<file path="src/rtl/ibex_prefetch_buffer_mq.sv">
// Multi-request prefetch buffer between the IF stage and instruction memory.
// Optional discard counter enabled by defining PREFETCH_STATS_EN.
module ibex_prefetch_buffer_mq #(
    parameter int NumReqs   = 2,
    parameter int FifoDepth = 3
) (
    input  logic        clk_i,
    input  logic        rst_i,
    input  logic        req_i,
    input  logic        branch_i,
    input  logic [31:0] addr_i,
    input  logic        ready_i,
    output logic        valid_o,
    output logic [31:0] rdata_o,
    output logic [31:0] addr_o,
    output logic        err_o,
    output logic        instr_req_o,
    input  logic        instr_gnt_i,
    output logic [31:0] instr_addr_o,
    input  logic [31:0] instr_rdata_i,
    input  logic        instr_err_i,
    input  logic        instr_pmp_err_i,
    input  logic        instr_rvalid_i,
    output logic        busy_o,
    output logic [15:0] stat_discard_o
);

    localparam int CW = $clog2(NumReqs + 1);
    localparam int FW = $clog2(FifoDepth + 1);
    localparam int PW = $clog2(FifoDepth);

    typedef struct packed {
        logic        dis;
        logic        pmp;
        logic [31:0] addr;
    } trk_t;

    trk_t          trk_q [NumReqs];
    trk_t          trk_d [NumReqs];
    logic [CW-1:0] outs_q, outs_d, trk_base;
    logic [31:0]   fetch_addr_q, pend_addr_q, tgt_addr;
    logic          pending_q, pend_stale_q;
    logic          new_req, accept, complete, fifo_we, pop;
    logic [FW-1:0] fcnt_q, fcnt_eff;
    logic [PW-1:0] rd_q, wr_q;
    logic [31:0]   f_data_q [FifoDepth];
    logic [31:0]   f_addr_q [FifoDepth];
    logic          f_err_q  [FifoDepth];

    function automatic logic [PW-1:0] ptr_inc(input logic [PW-1:0] p);
        return (p == PW'(FifoDepth - 1)) ? '0 : p + PW'(1);
    endfunction

    assign tgt_addr = addr_i & ~32'h3;
    assign fcnt_eff = branch_i ? '0 : fcnt_q;
    assign new_req  = req_i & ~rst_i & (int'(outs_q) < NumReqs)
                    & ((int'(outs_q) + int'(fcnt_eff)) < FifoDepth);

    assign instr_req_o  = pending_q | new_req;
    assign instr_addr_o = pending_q ? pend_addr_q :
                          branch_i  ? tgt_addr    : fetch_addr_q;

    assign accept   = instr_req_o & (instr_gnt_i | instr_pmp_err_i);
    assign complete = (outs_q != '0) & (trk_q[0].pmp | instr_rvalid_i);
    assign fifo_we  = complete & ~trk_q[0].dis & ~branch_i;

    assign valid_o = (fcnt_q != '0) & ~branch_i;
    assign pop     = valid_o & ready_i;
    assign rdata_o = f_data_q[rd_q];
    assign addr_o  = f_addr_q[rd_q];
    assign err_o   = f_err_q[rd_q];
    assign busy_o  = instr_req_o | (outs_q != '0);

    // Next tracker contents: flush-mark, retire head, append accepted req
    always_comb begin
        for (int i = 0; i < NumReqs; i++) trk_d[i] = trk_q[i];
        if (branch_i) begin
            for (int i = 0; i < NumReqs; i++) trk_d[i].dis = 1'b1;
        end
        if (complete) begin
            for (int i = 0; i < NumReqs - 1; i++) trk_d[i] = trk_d[i+1];
            trk_d[NumReqs-1] = '0;
        end
        trk_base = outs_q - CW'(complete);
        if (accept) begin
            for (int i = 0; i < NumReqs; i++) begin
                if (i == int'(trk_base)) begin
                    trk_d[i].dis  = pend_stale_q | (pending_q & branch_i);
                    trk_d[i].pmp  = instr_pmp_err_i;
                    trk_d[i].addr = instr_addr_o;
                end
            end
        end
        outs_d = trk_base + CW'(accept);
    end

    // Outstanding-request tracker state
    always_ff @(posedge clk_i or posedge rst_i) begin
        if (rst_i) begin
            outs_q <= '0;
            for (int i = 0; i < NumReqs; i++) trk_q[i] <= '0;
        end else begin
            outs_q <= outs_d;
            trk_q  <= trk_d;
        end
    end

    // Request hold and sequential fetch address
    always_ff @(posedge clk_i or posedge rst_i) begin
        if (rst_i) begin
            pending_q    <= 1'b0;
            pend_stale_q <= 1'b0;
            pend_addr_q  <= '0;
            fetch_addr_q <= '0;
        end else begin
            pending_q    <= instr_req_o & ~accept;
            pend_stale_q <= instr_req_o & ~accept & pending_q
                          & (pend_stale_q | branch_i);
            if (!pending_q) pend_addr_q <= instr_addr_o;
            if (branch_i) begin
                fetch_addr_q <= tgt_addr
                              + ((accept & ~pending_q) ? 32'd4 : 32'd0);
            end else if (accept & ~(pending_q & pend_stale_q)) begin
                fetch_addr_q <= fetch_addr_q + 32'd4;
            end
        end
    end

    // FIFO pointers and occupancy, flushed by a branch
    always_ff @(posedge clk_i or posedge rst_i) begin
        if (rst_i) begin
            rd_q   <= '0;
            wr_q   <= '0;
            fcnt_q <= '0;
        end else if (branch_i) begin
            rd_q   <= '0;
            wr_q   <= '0;
            fcnt_q <= '0;
        end else begin
            if (fifo_we) wr_q <= ptr_inc(wr_q);
            if (pop) rd_q <= ptr_inc(rd_q);
            fcnt_q <= fcnt_q + FW'(fifo_we) - FW'(pop);
        end
    end

    // FIFO storage
    always_ff @(posedge clk_i) begin
        if (fifo_we) begin
            f_data_q[wr_q] <= instr_rdata_i;
            f_addr_q[wr_q] <= trk_q[0].addr;
            f_err_q[wr_q]  <= trk_q[0].pmp | (instr_rvalid_i & instr_err_i);
        end
    end

`ifdef PREFETCH_STATS_EN
    logic [15:0] stat_q;

    // Saturating count of responses dropped as stale
    always_ff @(posedge clk_i or posedge rst_i) begin
        if (rst_i) begin
            stat_q <= '0;
        end else if (complete & (trk_q[0].dis | branch_i)
                     & (stat_q != 16'hFFFF)) begin
            stat_q <= stat_q + 16'd1;
        end
    end

    assign stat_discard_o = stat_q;
`else
    assign stat_discard_o = '0;
`endif

endmodule

</file>
<file path="config.mk">
export PLATFORM = sky130hd
export DESIGN_NAME = ibex_prefetch_buffer_mq
export DESIGN_NICKNAME = d
export VERILOG_FILES = /design/src/rtl/ibex_prefetch_buffer_mq.sv
export SDC_FILE = /design/constraint.sdc
export NUM_CORES = 1
export LEC_CHECK = 0
export ABC_AREA = 0
export BUFFER_PORTS_ARGS = -buffer_cell sky130_fd_sc_hd__buf_2
export CELL_PAD_IN_SITES_DETAIL_PLACEMENT = 0
export CELL_PAD_IN_SITES_GLOBAL_PLACEMENT = 1
export CORE_MARGIN = 3
export CORE_UTILIZATION = 47
export DETAILED_ROUTE_END_ITERATION = 12
export PLACE_DENSITY = 0.9
export SLEW_MARGIN = 30
export SYNTH_ARGS = -nofsm -noshare
export SYNTH_HDL_FRONTEND = slang
export SYNTH_SLANG_ARGS = --single-unit
</file>
<file path="constraint.sdc">
create_clock -name clk_i -period 8.7 [get_ports clk_i]
set_clock_uncertainty 0.1 [all_clocks]
set_input_delay 0.87 -clock clk_i [delete_from_list [all_inputs] [get_ports clk_i]]
set_output_delay 0.87 -clock clk_i [all_outputs]
set_load 0.1 [all_outputs]
</file>
==> results <==
- The area growth from synthesis to layout is 15.8%.
- The largest total area in the synthesized netlist belongs to edfxtp_1.
- The startpoint kind of the worst setup timing path is a primary input.
- The number of cells on the worst reg-to-reg path is 13.
- The relative contribution of sequential cells to total power is 43.6%.
- The number of enable flip-flop cells after synthesis is 195.
- During synthesis, Yosys emitted a total of 0 warnings.
- The critical path crosses 13 cells after its start point.
- Across the run, the number of max-cap violations was 0.
- The analysis attributes to net switching a power of 1.65 mW.
- The number of I/O pins is 189.
- The synthesized area divided by synthesized cell count is 12.2 um2.
- The pin count of the biggest net entering global routing is around 120.
- For this configuration, the core starts out at a cell density of 48.0%.
- The delay of the slowest cell on the worst path is slightly below 0.7 ns.
- The cell count after synthesis is 1215.
- In this run, post-CTS repair resized a total of 0 instances.
- The number of distinct library cells after synthesis is between 50 and 60.
- The final HPWL from detailed placement is 19200 um.
- The register-to-register setup slack is 4.64 ns.
- The slowest library cell on the worst path is nor2_2.
- Counting both buffers and inverters, the worst setup path holds a total of 1.
- Setup repair after global routing left no endpoint under its margin.
- The maximum ir drop on the vdd rail is 0.000120 V.
- The top cell type by area accounts for around two fifths of the synthesized area.
- After detailed routing, the average wire length per cell comes to 16.8 um.
- The die covers 33700 um2.
- Counting instances in the post-synthesis netlist gives the leading cell types as edfxtp_1, o21ai_0, nand2_1.
- The residual DRC count is 0.
- The worst pin sits at a relative slew slack of around 37%.
- Of the total power, the clock network draws 32.8%.
- The worst endpoint required time is 9.01 ns.
- For the pin with the worst max-slew slack, the measured transition is 0.943 ns.
- Of the synthesized area, sequential elements account for a little over three fifths.
- The final critical path time including I/O delays and setup is 4.17 ns.
- The internal power of the cells totals about 3.2 mW.
- The TritonCTS clock tree is done.
- The run finished with clean final reports.
- The post-synthesis async set-or-reset flop share is 41.8%.
- After floorplanning, the core was sized to cover between 30000 and 40000 um2.
- STA puts the critical path data arrival time at 4.48 ns.
- In this run the deepest clock path goes through 3 buffers.
- The via count of the first global-routing pass is around 9100.
- The cell that appears most often on the critical path is ha_1.
- The flip-flop and latch count after synthesis is roughly 340.
- The path class of the tightest hold or removal check is in -> async.
- In this design, the largest share of critical-path delay is due to simple AND/OR/NAND/NOR gates.
- The via count is 9428.
- Dividing total power by cell area gives a power density of 281 nW/um2.
- The total global-route track usage is 17.7%.
- The proportion of total power due to net switching is 34.2%.
- In this run the core area contains 64 standard-cell rows.
- The total length of routed wires is 30100 um.
- The later pin in the worst-skew pair is clocked with a latency of 0.52 ns.
- The first global-routing pass estimated between 40000 and 50000 um of wire.
- By area the synthesized netlist is led by edfxtp_1, dfrtp_1, mux2i_1.
- The library cell used as clock root buffer is clkbuf_16.
- Counting every sink on the clock net gives 335.
- The die is 183 um tall.
- Based on the critical path, the design can be clocked at up to 240 MHz.
- The share of total power dissipated in combinational logic is 23.7%.
- The number of antenna repair diodes is 0.
- Hold repair after CTS inserted 0 buffers.
- The signal on the critical path passes through buf_4 -> nor2_1 -> ha_1 -> fa_1 -> nor4b_4 -> a21oi_2 -> nor3_1 -> ha_1 -> nand3_1 -> nor2_2 -> nand4_1 -> xnor2_1 -> a211o_1.
- Summed over all failing endpoints, the final setup total negative slack is 0 ns.
- The congestion estimate from routability-driven global placement came to around 0.8.
- Clock-pin slew was measured on the worst setup and hold paths at 0.06 ns.
- Setup violations remaining at the end of the flow were counted as 0.
- The core occupancy in the finished layout is roughly 56%.
- The port buffer count is 170.
- edfxtp_1 is the most common cell in the netlist.
- The detail-routed via count per cell is 5.28.
- The number of H-tree levels is 2.
- The start-to-end type of the worst setup path is in -> reg.
- The total overflow reported by the global router is 0.
- In this run the post-CTS setup repair buffer count came out at 0.
- Dividing the final minimum period by the clock period gives 47.9%.
- The element type at the critical path end is a register.
- Before antenna repair, the detailed router went through 5 iterations.
- Of the cells placed in the final design, the portion with a size suffix greater than 1 is a little under a fifth.
- The final-stage net count is 1444.
- The count of nets left with antenna violations once routing finished came out at 0.
- The placed cell count is between 1500 and 2000.
- The leakage power total is 6.87 nW.
- The tightest hold path in the finished design has a slack of 0.358 ns.
- The most used flip-flop cell after synthesis is edfxtp_1.
- From left edge to right edge, the die measures around 180 um.
- The total count of max-transition violations in the final report is 0.
- The number of antenna violations at the first check in global routing is 0.
- The highest net fanout along the worst path is 19.
- The count of cells in the finished layout, fillers not included, comes to 1786.
- Buffers inserted during clock tree synthesis total 36.
- The count of endpoints failing hold in the final timing report is 0.
- The total standard cell area after synthesis is 14800 um2.
- For this block, the initial DRC count from the detailed router was 720.
==> final timing paths <==
check                                      from          endpoint
worst min register to register  pend_addr_q[20]   pend_addr_q[20]
max in group asynchronous                 rst_i    pend_addr_q[5]
worst max register to register        fcnt_q[0]  fetch_addr_q[30]
min in group clk_i              pend_addr_q[20]   pend_addr_q[20]
worst max-delay path                   branch_i  fetch_addr_q[30]
worst min-delay path                      rst_i         trk_q[34]
==> layer usage <==
layer | routed length (um) | GRT usage [%]
met3 | 1690 | 3.40
met5 | 0 | 0
met2 | 13600 | 27.8
met4 | 647 | 4.88
met1 | 14100 | 25.4
==> sequential cells by signal (all words and copies together) (netlist names), 2 cells and up <==
signal        flops
f_addr_q         96
f_data_q         96
f_err_q           3
fcnt_q            2
fetch_addr_q     30
outs_q            2
pend_addr_q      32
rd_q              2
trk_q            68
wr_q              2
==> worst reg2reg max path, stage by stage, from the launching register on <==
cell and delay, ns:
dfrtp_1 0.38, inv_1 0.08, nor2_1 0.05, ha_1 0.19, fa_1 0.42, nor4b_4 0.33, a21oi_2 0.18, nor3_1 0.39
ha_1 0.32, nand3_1 0.14, nor2_2 0.69, nand4_1 0.23, xnor2_1 0.19, a211o_1 0.28
==> power groups by stage <==
| stage | clock (mW) | sequential (mW) | combinational, mW |
|---|---|---|---|
| 6_report | 1.58 | 2.10 | 1.14 |
| 5_1_grt | 1.70 | 2.13 | 1.22 |
| 4_1_cts | 1.62 | 2.10 | 1.15 |
| 3_5_place_dp | 0 | 2.13 | 1.15 |
| 3_3_place_gp | 0 | 2.11 | 1.13 |
| 2_1_floorplan | 0 | 2.08 | 0.966 |
==> cell type report <==
type	instances	area [um2]
Clock buffer	46	968
Clock inverter	20	282
Fill cell	2568	13700
Inverter	46	178
Multi-Input combinational cell	762	4890
Sequential cell	335	9370
Tap cell	396	495
Timing Repair Buffer	181	951
==> placed cells by master, fill, tap and decap left out, types with 7 or more instances in the layout <==
cell	Yosys	final
clkinv_2	0	9
a21oi_1	7	7
nand4_1	29	29
and3_1	15	15
buf_2	20	169
ha_1	8	8
xnor2_1	11	11
nand3_1	54	54
mux2i_1	148	148
o21ai_0	169	169
nand2_1	154	154
o21ai_1	32	32
and2_1	8	8
clkbuf_1	34	7
buf_4	22	8
nor2_1	16	15
inv_1	45	44
dfrtp_1	140	137
and4_1	7	7
edfxtp_1	195	195
conb_1	1	16
clkbuf_16	0	36
xor2_1	46	46
==> kinds of logic (layout without fill, tap and decap cells) <==
| kind of cell | count (synthesis) | after routing | synth area share (%) |
|---|---|---|---|
| flops | 335 | 335 | 63.2 |
| fa+ha+maj | 9 | 9 | 0.811 |
| xor+xnor | 57 | 57 | 3.37 |
| buf+inv | 133 | 293 | 4.30 |
| simple gates | 307 | 307 | 10.2 |
| other cells | 1 | 16 | 0.0253 |
| mux | 149 | 149 | 10.1 |
| compound gates | 224 | 224 | 8.01 |
==> metrics by stage <==
stage                     worst slack [ns]  power, mW  instance area, um2
final                                 4.53       4.82               17100
after floorplan                       1.56       3.04               14900
after CTS                             4.41       4.87               17100
after global placement                4.05       3.24               15900
after global routing                  4.26       5.05               17100
after detailed placement              3.93       3.28               15900
Note: power is estimated with default switching activity, not from simulation.
